`src/rtl/ascii_overlay_render.sv`:
```
// ascii_overlay_render
//   Overlays up to 16 coloured 4-character strings onto a video raster.
//   Descriptors are shadowed once per frame, so text never tears mid-frame.
//   Glyph rows come from an external synchronous font ROM (one clock read).
//   Video latency is a fixed 4 clocks: S0 input reg, S1 hit/priority,
//   S2 ROM address, S3 ROM data, S4 output reg.
module ascii_overlay_render #(
   parameter int L_W         = 8,   // glyph cell width, 8 only
   parameter int L_H         = 16,  // glyph cell height
   parameter int COORD_SHIFT = 2    // descriptor coordinate to pixel shift
) (
   input  logic              sys_clk,
   input  logic              sys_rst_n,
   input  logic [1023:0]     i_str,
   input  logic              i_vs,
   input  logic              i_hs,
   input  logic              i_de,
   input  logic [11:0]       i_x,
   input  logic [11:0]       i_y,
   input  logic [23:0]       i_rgb,
   output logic [10:0]       o_font_addr,
   input  logic [L_W-1:0]    i_font_data,
   output logic              o_vs,
   output logic              o_hs,
   output logic              o_de,
   output logic [23:0]       o_rgb
);
   localparam int N_ENT = 16;
   localparam int COL_W = $clog2(L_W);
   localparam int ROW_W = $clog2(L_H);
   localparam int DX_W  = $clog2(4 * L_W);

   typedef struct packed {
      logic [2:0]  color;
      logic [7:0]  x;
      logic [7:0]  y;
      logic [31:0] chars;
   } desc_t;

   localparam int PAD_W = 64 - $bits(desc_t);

   typedef struct packed {
      logic        vs;
      logic        hs;
      logic        de;
      logic [23:0] rgb;
   } side_t;

   // Box end with saturation instead of wrap-around.
   function automatic logic [11:0] sat_end(input logic [11:0] base, input int span);
      logic [12:0] sum;
      sum = {1'b0, base} + 13'(span);
      return sum[12] ? 12'hFFF : sum[11:0];
   endfunction

   function automatic logic visible(input logic [7:0] c);
      return (c >= 8'd33) && (c <= 8'd126);
   endfunction

   desc_t               shadow [N_ENT];
   logic                vs_prev;
   logic [11:0]         s0_x, s0_y;
   side_t               s0_sd, s1_sd, s2_sd, s3_sd;
   logic [11:0]         x0 [N_ENT];
   logic [11:0]         y0 [N_ENT];
   logic [N_ENT-1:0]    hit_vec;
   logic [3:0]          sel;
   logic                hit_n;
   logic [DX_W-1:0]     dx;
   logic [1:0]          char_idx;
   logic [7:0]          char_n;
   logic [ROW_W-1:0]    row_n;
   logic                s1_hit;
   logic [7:0]          s1_char;
   logic [COL_W-1:0]    s1_col, s2_col, s3_col;
   logic [ROW_W-1:0]    s1_row;
   logic [2:0]          s1_color, s2_color, s3_color;
   logic                s2_lit_en, s3_lit_en;
   logic                lit;
   logic [N_ENT*PAD_W-1:0] unused_hi_bits;

   // Descriptor bits above the colour field carry nothing for this block.
   always_comb begin
      for (int k = 0; k < N_ENT; k++) unused_hi_bits[k*PAD_W +: PAD_W] = i_str[k*64+$bits(desc_t) +: PAD_W];
   end

   // S0: register pixel position and sideband; remember previous vs for edge detect.
   always_ff @(posedge sys_clk or negedge sys_rst_n) begin
      if (!sys_rst_n) begin
         s0_x    <= '0;
         s0_y    <= '0;
         s0_sd   <= '0;
         vs_prev <= 1'b0;
      end else begin
         // NOTE: sequential state uses <= so every flop samples pre-edge values.
         s0_x    <= i_x;
         s0_y    <= i_y;
         s0_sd   <= '{vs: i_vs, hs: i_hs, de: i_de, rgb: i_rgb};
         vs_prev <= s0_sd.vs;
      end
   end

   // Shadow reload one clock after the vs rise reaches S0, so the rising-edge pixel still sees the old set.
   always_ff @(posedge sys_clk or negedge sys_rst_n) begin
      if (!sys_rst_n) begin
         // NOTE: the shadow is plain flops, not RAM; clearing it is what blanks the overlay after reset.
         for (int k = 0; k < N_ENT; k++) shadow[k] <= '0;
      end else if (s0_sd.vs && !vs_prev) begin
         for (int k = 0; k < N_ENT; k++) shadow[k] <= desc_t'(i_str[k*64 +: $bits(desc_t)]);
      end
   end

   // S1a: 16 parallel box tests against the shadow.
   always_comb begin
      for (int k = 0; k < N_ENT; k++) begin
         x0[k]      = 12'(shadow[k].x) << COORD_SHIFT;
         y0[k]      = 12'(shadow[k].y) << COORD_SHIFT;
         hit_vec[k] = (s0_x >= x0[k]) && (s0_x < sat_end(x0[k], 4 * L_W)) &&
                      (s0_y >= y0[k]) && (s0_y < sat_end(y0[k], L_H));
      end
   end

   // S1b: priority encode, lowest index wins overlapping boxes.
   always_comb begin
      // NOTE: defaults first so every path assigns and no latch is inferred.
      sel   = '0;
      hit_n = 1'b0;
      for (int k = N_ENT - 1; k >= 0; k--) begin
         if (hit_vec[k]) begin
            sel   = 4'(k);
            hit_n = 1'b1;
         end
      end
   end

   // S1c: offset inside the winning box selects character, column and glyph row.
   always_comb begin
      dx       = s0_x[DX_W-1:0] - x0[sel][DX_W-1:0];
      char_idx = dx[DX_W-1 -: 2];
      char_n   = 8'(shadow[sel].chars >> {~char_idx, 3'b000});
      row_n    = s0_y[ROW_W-1:0] - y0[sel][ROW_W-1:0];
   end

   // S1 register: hit result and sideband.
   always_ff @(posedge sys_clk or negedge sys_rst_n) begin
      if (!sys_rst_n) begin
         s1_hit   <= 1'b0;
         s1_char  <= '0;
         s1_col   <= '0;
         s1_row   <= '0;
         s1_color <= '0;
         s1_sd    <= '0;
      end else begin
         s1_hit   <= hit_n;
         s1_char  <= char_n;
         s1_col   <= dx[COL_W-1:0];
         s1_row   <= row_n;
         s1_color <= shadow[sel].color;
         s1_sd    <= s0_sd;
      end
   end

   // S2: issue the font ROM address; transparent codes are pre-masked here.
   always_ff @(posedge sys_clk or negedge sys_rst_n) begin
      if (!sys_rst_n) begin
         o_font_addr <= '0;
         s2_lit_en   <= 1'b0;
         s2_col      <= '0;
         s2_color    <= '0;
         s2_sd       <= '0;
      end else begin
         o_font_addr <= {s1_char[6:0], s1_row};
         s2_lit_en   <= s1_hit && visible(s1_char);
         s2_col      <= s1_col;
         s2_color    <= s1_color;
         s2_sd       <= s1_sd;
      end
   end

   // S3: wait stage aligned with the ROM read.
   always_ff @(posedge sys_clk or negedge sys_rst_n) begin
      if (!sys_rst_n) begin
         s3_lit_en <= 1'b0;
         s3_col    <= '0;
         s3_color  <= '0;
         s3_sd     <= '0;
      end else begin
         s3_lit_en <= s2_lit_en;
         s3_col    <= s2_col;
         s3_color  <= s2_color;
         s3_sd     <= s2_sd;
      end
   end

   // Glyph bit 7 is the leftmost pixel of the cell.
   assign lit = s3_lit_en && i_font_data[COL_W'(L_W - 1) - s3_col];

   // S4: output register; blank outside the active area.
   always_ff @(posedge sys_clk or negedge sys_rst_n) begin
      if (!sys_rst_n) begin
         o_vs  <= 1'b0;
         o_hs  <= 1'b0;
         o_de  <= 1'b0;
         o_rgb <= '0;
      end else begin
         o_vs <= s3_sd.vs;
         o_hs <= s3_sd.hs;
         o_de <= s3_sd.de;
         if (!s3_sd.de)
            o_rgb <= '0;
         else if (lit)
            o_rgb <= {{8{s3_color[2]}}, {8{s3_color[1]}}, {8{s3_color[0]}}};
         else
            o_rgb <= s3_sd.rgb;
      end
   end

endmodule

```
`config.mk`:
```
export PLATFORM = sky130hd
export DESIGN_NAME = ascii_overlay_render
export DESIGN_NICKNAME = d
export VERILOG_FILES = /design/src/rtl/ascii_overlay_render.sv
export SDC_FILE = /design/constraint.sdc
export NUM_CORES = 2
export LEC_CHECK = 0
export BUFFER_PORTS_ARGS = -buffer_cell sky130_fd_sc_hd__buf_4
export CAP_MARGIN = 20
export CORE_AREA = 2 2 432 434
export DETAILED_ROUTE_END_ITERATION = 12
export DIE_AREA = 0 0 434 436
export PLACE_DENSITY_LB_ADDON = 0.12
export SYNTH_ARGS = -nofsm -noshare
export SYNTH_HDL_FRONTEND = slang
export SYNTH_SLANG_ARGS = --single-unit
```
`constraint.sdc`:
```
create_clock -name sys_clk -period 11.4 [get_ports sys_clk]
set_clock_uncertainty 0.2 [all_clocks]
set_input_delay 1.71 -clock sys_clk [delete_from_list [all_inputs] [get_ports sys_clk]]
set_output_delay 1.71 -clock sys_clk [all_outputs]
set_load 0.02 [all_outputs]
```
Word level (Yosys, flattened, before mapping):

Index checks and enable logic that the tools add are counted.

* memories: 0
* bits in registers: 1019
* bits in read-only memories: 0
* latch bits: 0
* memory bits (writable): 0

* $mul: 0
* equality and inequality tests: 0
* shift operators: 1
* reductions and logical operators: 53
* order comparisons: 68
* bitwise operators: 2
* muxes and demuxes: 77
* add/subtract/negate cells: 35
* divide/modulo/power cells: 0

Operators with widths (number)
* 12-bit by 10-bit greater-or-equal comparator with 1-bit output: 32
* 12-bit < comparator: 32
* 12-bit 2-to-1 mux: 32
* 51-bit binary-select mux with 4-bit select: 1
* 10-bit by 5-bit adder with 11-bit output, second input constant: 16
* 10-bit by 6-bit adder with 11-bit output, second input constant: 16
* 51-bit 2-to-1 mux: 2
* 12-bit binary-select mux with 4-bit select: 2
* 4-bit 2-to-1 mux: 18
* 1-bit logical AND: 52
* 24-bit 2-to-1 mux: 2
* 32-bit by 5-bit right shift with 8-bit output: 1
* 1-bit 2-to-1 mux: 17
* 5-bit 2-to-1 mux: 2
* 8-bit by 6-bit greater-or-equal comparator with 1-bit output, second input constant: 1
* 8-bit by 7-bit less-or-equal comparator with 1-bit output, second input constant: 1
* 5-bit greater-or-equal comparator, second input constant: 1
* 4-bit inverter with 5-bit output: 1
* 5-bit subtractor: 1
* 3-bit by 4-bit < comparator with 1-bit output, second input constant: 1
* 4-bit subtractor: 1
* 1-bit binary-select mux with 3-bit select: 1
* 3-bit subtractor, first input constant: 1
* 2-bit inverter: 1
* 1-bit zero test: 1

Depth between registers and ports, before layout:

* depth after elaboration: 29
* gate-level depth with buffers: 33
* depth with buffers taken out: 26

Worst setup path after synthesis:

No wires, ideal clock.

* path type: reg-to-reg
* start point: register s0_y[5]
* end point: register s1_char[2]
* setup time: 125 ps
* arrival: 6264 ps
* cell stages (with the launch flop): 25
* clock period less this slack: 6589 ps
* setup slack: 4811 ps
* path through: dfrtp_1 -> ha_1 -> a2111oi_0 -> a211o_1 -> nand4_1 -> or4_1 -> nor3b_1 -> a311oi_2 -> o21a_1 -> buf_6 -> buf_6 -> buf_2 -> buf_1 -> a311oi_1 -> a311oi_1 -> a31oi_1 -> ha_1 -> fa_1 -> clkbuf_1 -> clkbuf_1 -> nor3_1 -> a22oi_1 -> o211ai_1 -> a22oi_1 -> mux2_4

* cells in the longest elaborated chain, start to end: 26
* elaborated cells between the ends (all ways): 90

Ends and longest elaborated chain
* start: declaration: RTL line 62 `logic [11:0] s0_x, s0_y;`
* start signal: assignment: RTL line 97 `s0_y <= i_y;`
* 12-bit by 10-bit greater-or-equal comparator with 1-bit output: RTL line 119 `(s0_y >= y0[k]) && (s0_y < sat_end(y0[k], L_H));`
* 1-bit logical AND: RTL line 118 `hit_vec[k] = (s0_x >= x0[k]) && (s0_x < sat_end(x0[k], 4 * L_W)) &&`
* 1-bit logical AND: RTL line 119
* 4-bit 2-to-1 mux (15 in series): RTL line 129 `if (hit_vec[k]) begin`
* 4-bit 2-to-1 mux *: RTL line 129
* 4-bit inverter with 5-bit output (not written as such) *: RTL line 138, 140
* 12-bit binary-select mux with 4-bit select: RTL line 138 `dx = s0_x[DX_W-1:0] - x0[sel][DX_W-1:0];`
* 5-bit 2-to-1 mux (not written as such) (2 in series): RTL line 138
* 5-bit subtractor: RTL line 138
* 2-bit inverter: RTL line 140 `char_n = 8'(shadow[sel].chars >> {~char_idx, 3'b000});`
* 32-bit by 5-bit right shift with 8-bit output *: RTL line 140
* named net char_n[2]: RTL line 71 `logic [7:0] char_n;`
* end signal: assignment: RTL line 155 `s1_char <= char_n;`
* end: declaration: RTL line 74 `logic [7:0] s1_char;`

Mark *: on every way through the listed nets, which the timed path passes. The rest lies on a longest branch. The select of a mux whose other input is x is not followed.
A chain may end at the register's enable or synchronous reset.

Final worst setup path:

* start point: register s0_y[11]
* end point: register s1_char[2]

Same word-level chain as after synthesis.

==> results_dict.tcl <==
set metrics [dict create \
    via_per_inst 5.04 \
    max_stage_delay_ns 1.01 \
    ctsResizeCount 0 \
    maxSlewViolCount 0 \
    numClockSinks 1019 \
    fin_crit_ns 9.42 \
    postCtsSetupRepairBufs 0 \
    io_buffers 914 \
    path_max_fanout 56 \
    finalCritPeriodShare_pct 82.7 \
    yosys-top-cells-count "1,019 x dfrtp_1, 668 x mux2_2, 498 x ha_1, 444 x nand2_1, 344 x o21ai_0" \
    syn_inst 4887 \
    vias 42300 \
    worstSkewPairLatency_ns 0.79 \
    max_cap_violations 0 \
    power.leakage_nw 31.2 \
    drc_errors 0 \
    fin_cells 8391 \
    wl_per_cell_um 27.0 \
    tritoncts "done" \
    synthAdderAreaFrac_pct 11.4 \
    synthMuxAreaShare_pct 15.6 \
    max-clock-path-buffers 3 \
    crit_chain "buf_4, nor2_1, o311ai_0, a2111oi_0, and4_1, nor3_1, o21ai_1, o211a_4, buf_4, nand2_1, and3_1, a311oi_1, a311oi_1, a31oi_1, fa_1, nand3_1, o22ai_1, nor3_1, o32a_1, mux2_4" \
    synth.avg_cell_area_sq_um 11.2 \
    grt_use_total_pct 23.8 \
    design_area_sq_um 69200 \
    fin_setup_tns_ns 0 \
    synth_seq_cells 1019 \
    rows 158 \
    dp.cells 8134 \
    nFillCells 18600 \
    nets 7371 \
    cp_slowest_cell "nand3_1" \
    grt_pass1_vias 44100 \
    final_util_pct 37.5 \
    synth_top_family_by_area "multiplexers" \
    fmax_mhz 106 \
    required_ns 11.88 \
    drtIter0Drc 2368 \
    yosysWarnings 0 \
    worstMarginPinSlew_ns 1.06 \
    start_util_pct 29.6 \
    power.density_nw_per_um2 176 \
    synth-edff-count 0 \
    drtAntennaViolNets 0 \
    irDropWorstVdd_mv 0.115 \
    die_x_um 434 \
    grt_pass1_wl_um 323000 \
    synth_compound_gate_area_share_pct 11.4 \
    hold_buffers 0 \
    path_clk_slew_ns 0.06 \
    power.total_w 0.0122 \
    drt-total-wl_um 227000 \
    gp_congestion 0.865 \
    area_delta_synth_final_pct 26.5 \
    synth_top_cell_area_share_pct 46.6 \
    synth_most_common_cell "dfrtp_1" \
    dominantRegCellSynth "dfrtp_1" \
    min_path_type "reg2reg" \
    outcome "finished clean" \
    htree_levels 4 \
    grt-ovfl-total 0 \
    cp-start-kind "register" \
    pin_count 1123 \
    hold_viol 0 \
    cts_root_buf "clkbuf_16" \
    relSlewSlack_pct 29.2 \
    final-seq-area_sq_um 25500 \
    core_sq_um 185000 \
    syn_nets 6471 \
    worstPathArrival_ns 9.90 \
    grt_max_degree 162 \
    rsz0062_at_grt "no" \
    setup_violations 0 \
    synth-simple-area-share_pct 9.18 \
    drive_gt1_share_pct 33.0 \
    synth-async-reset-ratio_pct 100 \
    die_y_um 436 \
    synth_top_area_cell "dfrtp_1" \
    antenna_found_initial 74 \
    cp-end-kind "register" \
    die_area_sq_um 189000 \
    multi_input_area_sq_um 27200 \
    ys_types 101 \
    synth_xor_area_share_pct 1.89 \
    syn_area_sq_um 54700 \
    drtPass1Iterations 5 \
    hpwlAfterDp_um 171000 \
    synth_area_leaders "dfrtp_1 47%, mux2_2 14%, ha_1 11%" \
    ys_seq_area_share_pct 46.6 \
    dpl_cell_area_sq_um 64500 \
    cts_made_buffers 130 \
    critPathKind "reg2reg" \
]
-- registers in the layout, indices dropped and copies added, names as in the netlist, 11 cells and up --
| signal | cells |
|---|---|
| s3_sd | 27 |
| s2_sd | 27 |
| o_rgb | 24 |
| s0_sd | 27 |
| s1_sd | 27 |
| shadow | 816 |
| o_font_addr | 11 |
| s0_x | 12 |
| s0_y | 12 |
-- worst max-delay path: cells and delay by family (launching register included) --
family / cells / cell delay, ns
AO/OA/AOI/OAI: 9 / 3.49
buffers and inverters: 2 / 1.02
flip-flops: 1 / 0.56
adder cells (fa/ha/maj): 1 / 0.84
AND/OR/NAND/NOR: 7 / 2.84
multiplexers: 1 / 0.27
-- layout make-up --
| class | count | share of cell area (%) |
|---|---|---|
| Antenna cell | 25 | 0.0904 |
| Clock buffer | 181 | 5.46 |
| Clock inverter | 50 | 1.20 |
| Inverter | 293 | 1.59 |
| Multi-Input combinational cell | 3342 | 39.3 |
| Sequential cell | 1019 | 36.9 |
| Tap cell | 2480 | 4.48 |
| Timing Repair Buffer | 1001 | 11.0 |
-- placed cells by master, fill, tap and decap left out, types with 114 or more instances in the layout --
master / synthesis / routed
buf_4: 9 / 990
nand2_1: 444 / 444
nand3_1: 176 / 176
mux2_2: 668 / 668
dfrtp_1: 1019 / 1006
ha_1: 498 / 498
xnor2_1: 114 / 114
o21ai_0: 344 / 344
a21oi_1: 118 / 118
clkbuf_16: 0 / 133
inv_1: 293 / 293
-- through the flow --
stage                     hold WS (ns)  setup WS, ns
final                            0.129          1.98
after detailed placement         0.135          1.73
after global routing             0.145          1.53
after CTS                        0.135          1.72
after floorplan                  0.131          4.81
after global placement           0.132          1.71
-- path summary, 6_finish.rpt --
kind / startpoint / to / slack, ns / cells past startpoint
setup / recovery: s0_y[11] / s1_char[2] / 1.98 / 20
hold / removal: s1_sd[24] / s2_sd[24] / 0.13 / 0
setup reg to reg: s0_y[11] / s1_char[2] / 1.98 / 20
hold reg to reg: s1_sd[24] / s2_sd[24] / 0.13 / 0
max in group asynchronous: sys_rst_n / shadow[777] / 7.91 / 3
min in group asynchronous: sys_rst_n / shadow[293] / 0.76 / 1
-- where the power goes --
| part | switching [W] | internal, W |
|---|---|---|
| Combinational | 0.00184 | 0.00136 |
| Sequential | 0.000366 | 0.00413 |
| Clock | 0.00177 | 0.00270 |
-- cells by family (layout without fill, tap and decap cells) --
kind of cell             count (synthesis)  after routing
flip-flops                            1019           1019
AND/OR/NAND/NOR                       1018           1018
AO/OA/AOI/OAI                          944            944
multiplexers                           765            765
buffers and inverters                  526           1525
adder cells (fa/ha/maj)                499            499
XOR/XNOR                               116            116
other                                    0             25
-- routing by layer --
metal | GRT usage, % | wire, um | vias to the layer above
li1 | - | - | 19600
met1 | 27.7 | 89000 | 21300
met2 | 42.1 | 117000 | 1019
met3 | 6.28 | 14300 | 314
met4 | 7.48 | 6540 | 58
met5 | 0 | 366 | -
Note: power is estimated with default switching activity, not from simulation.
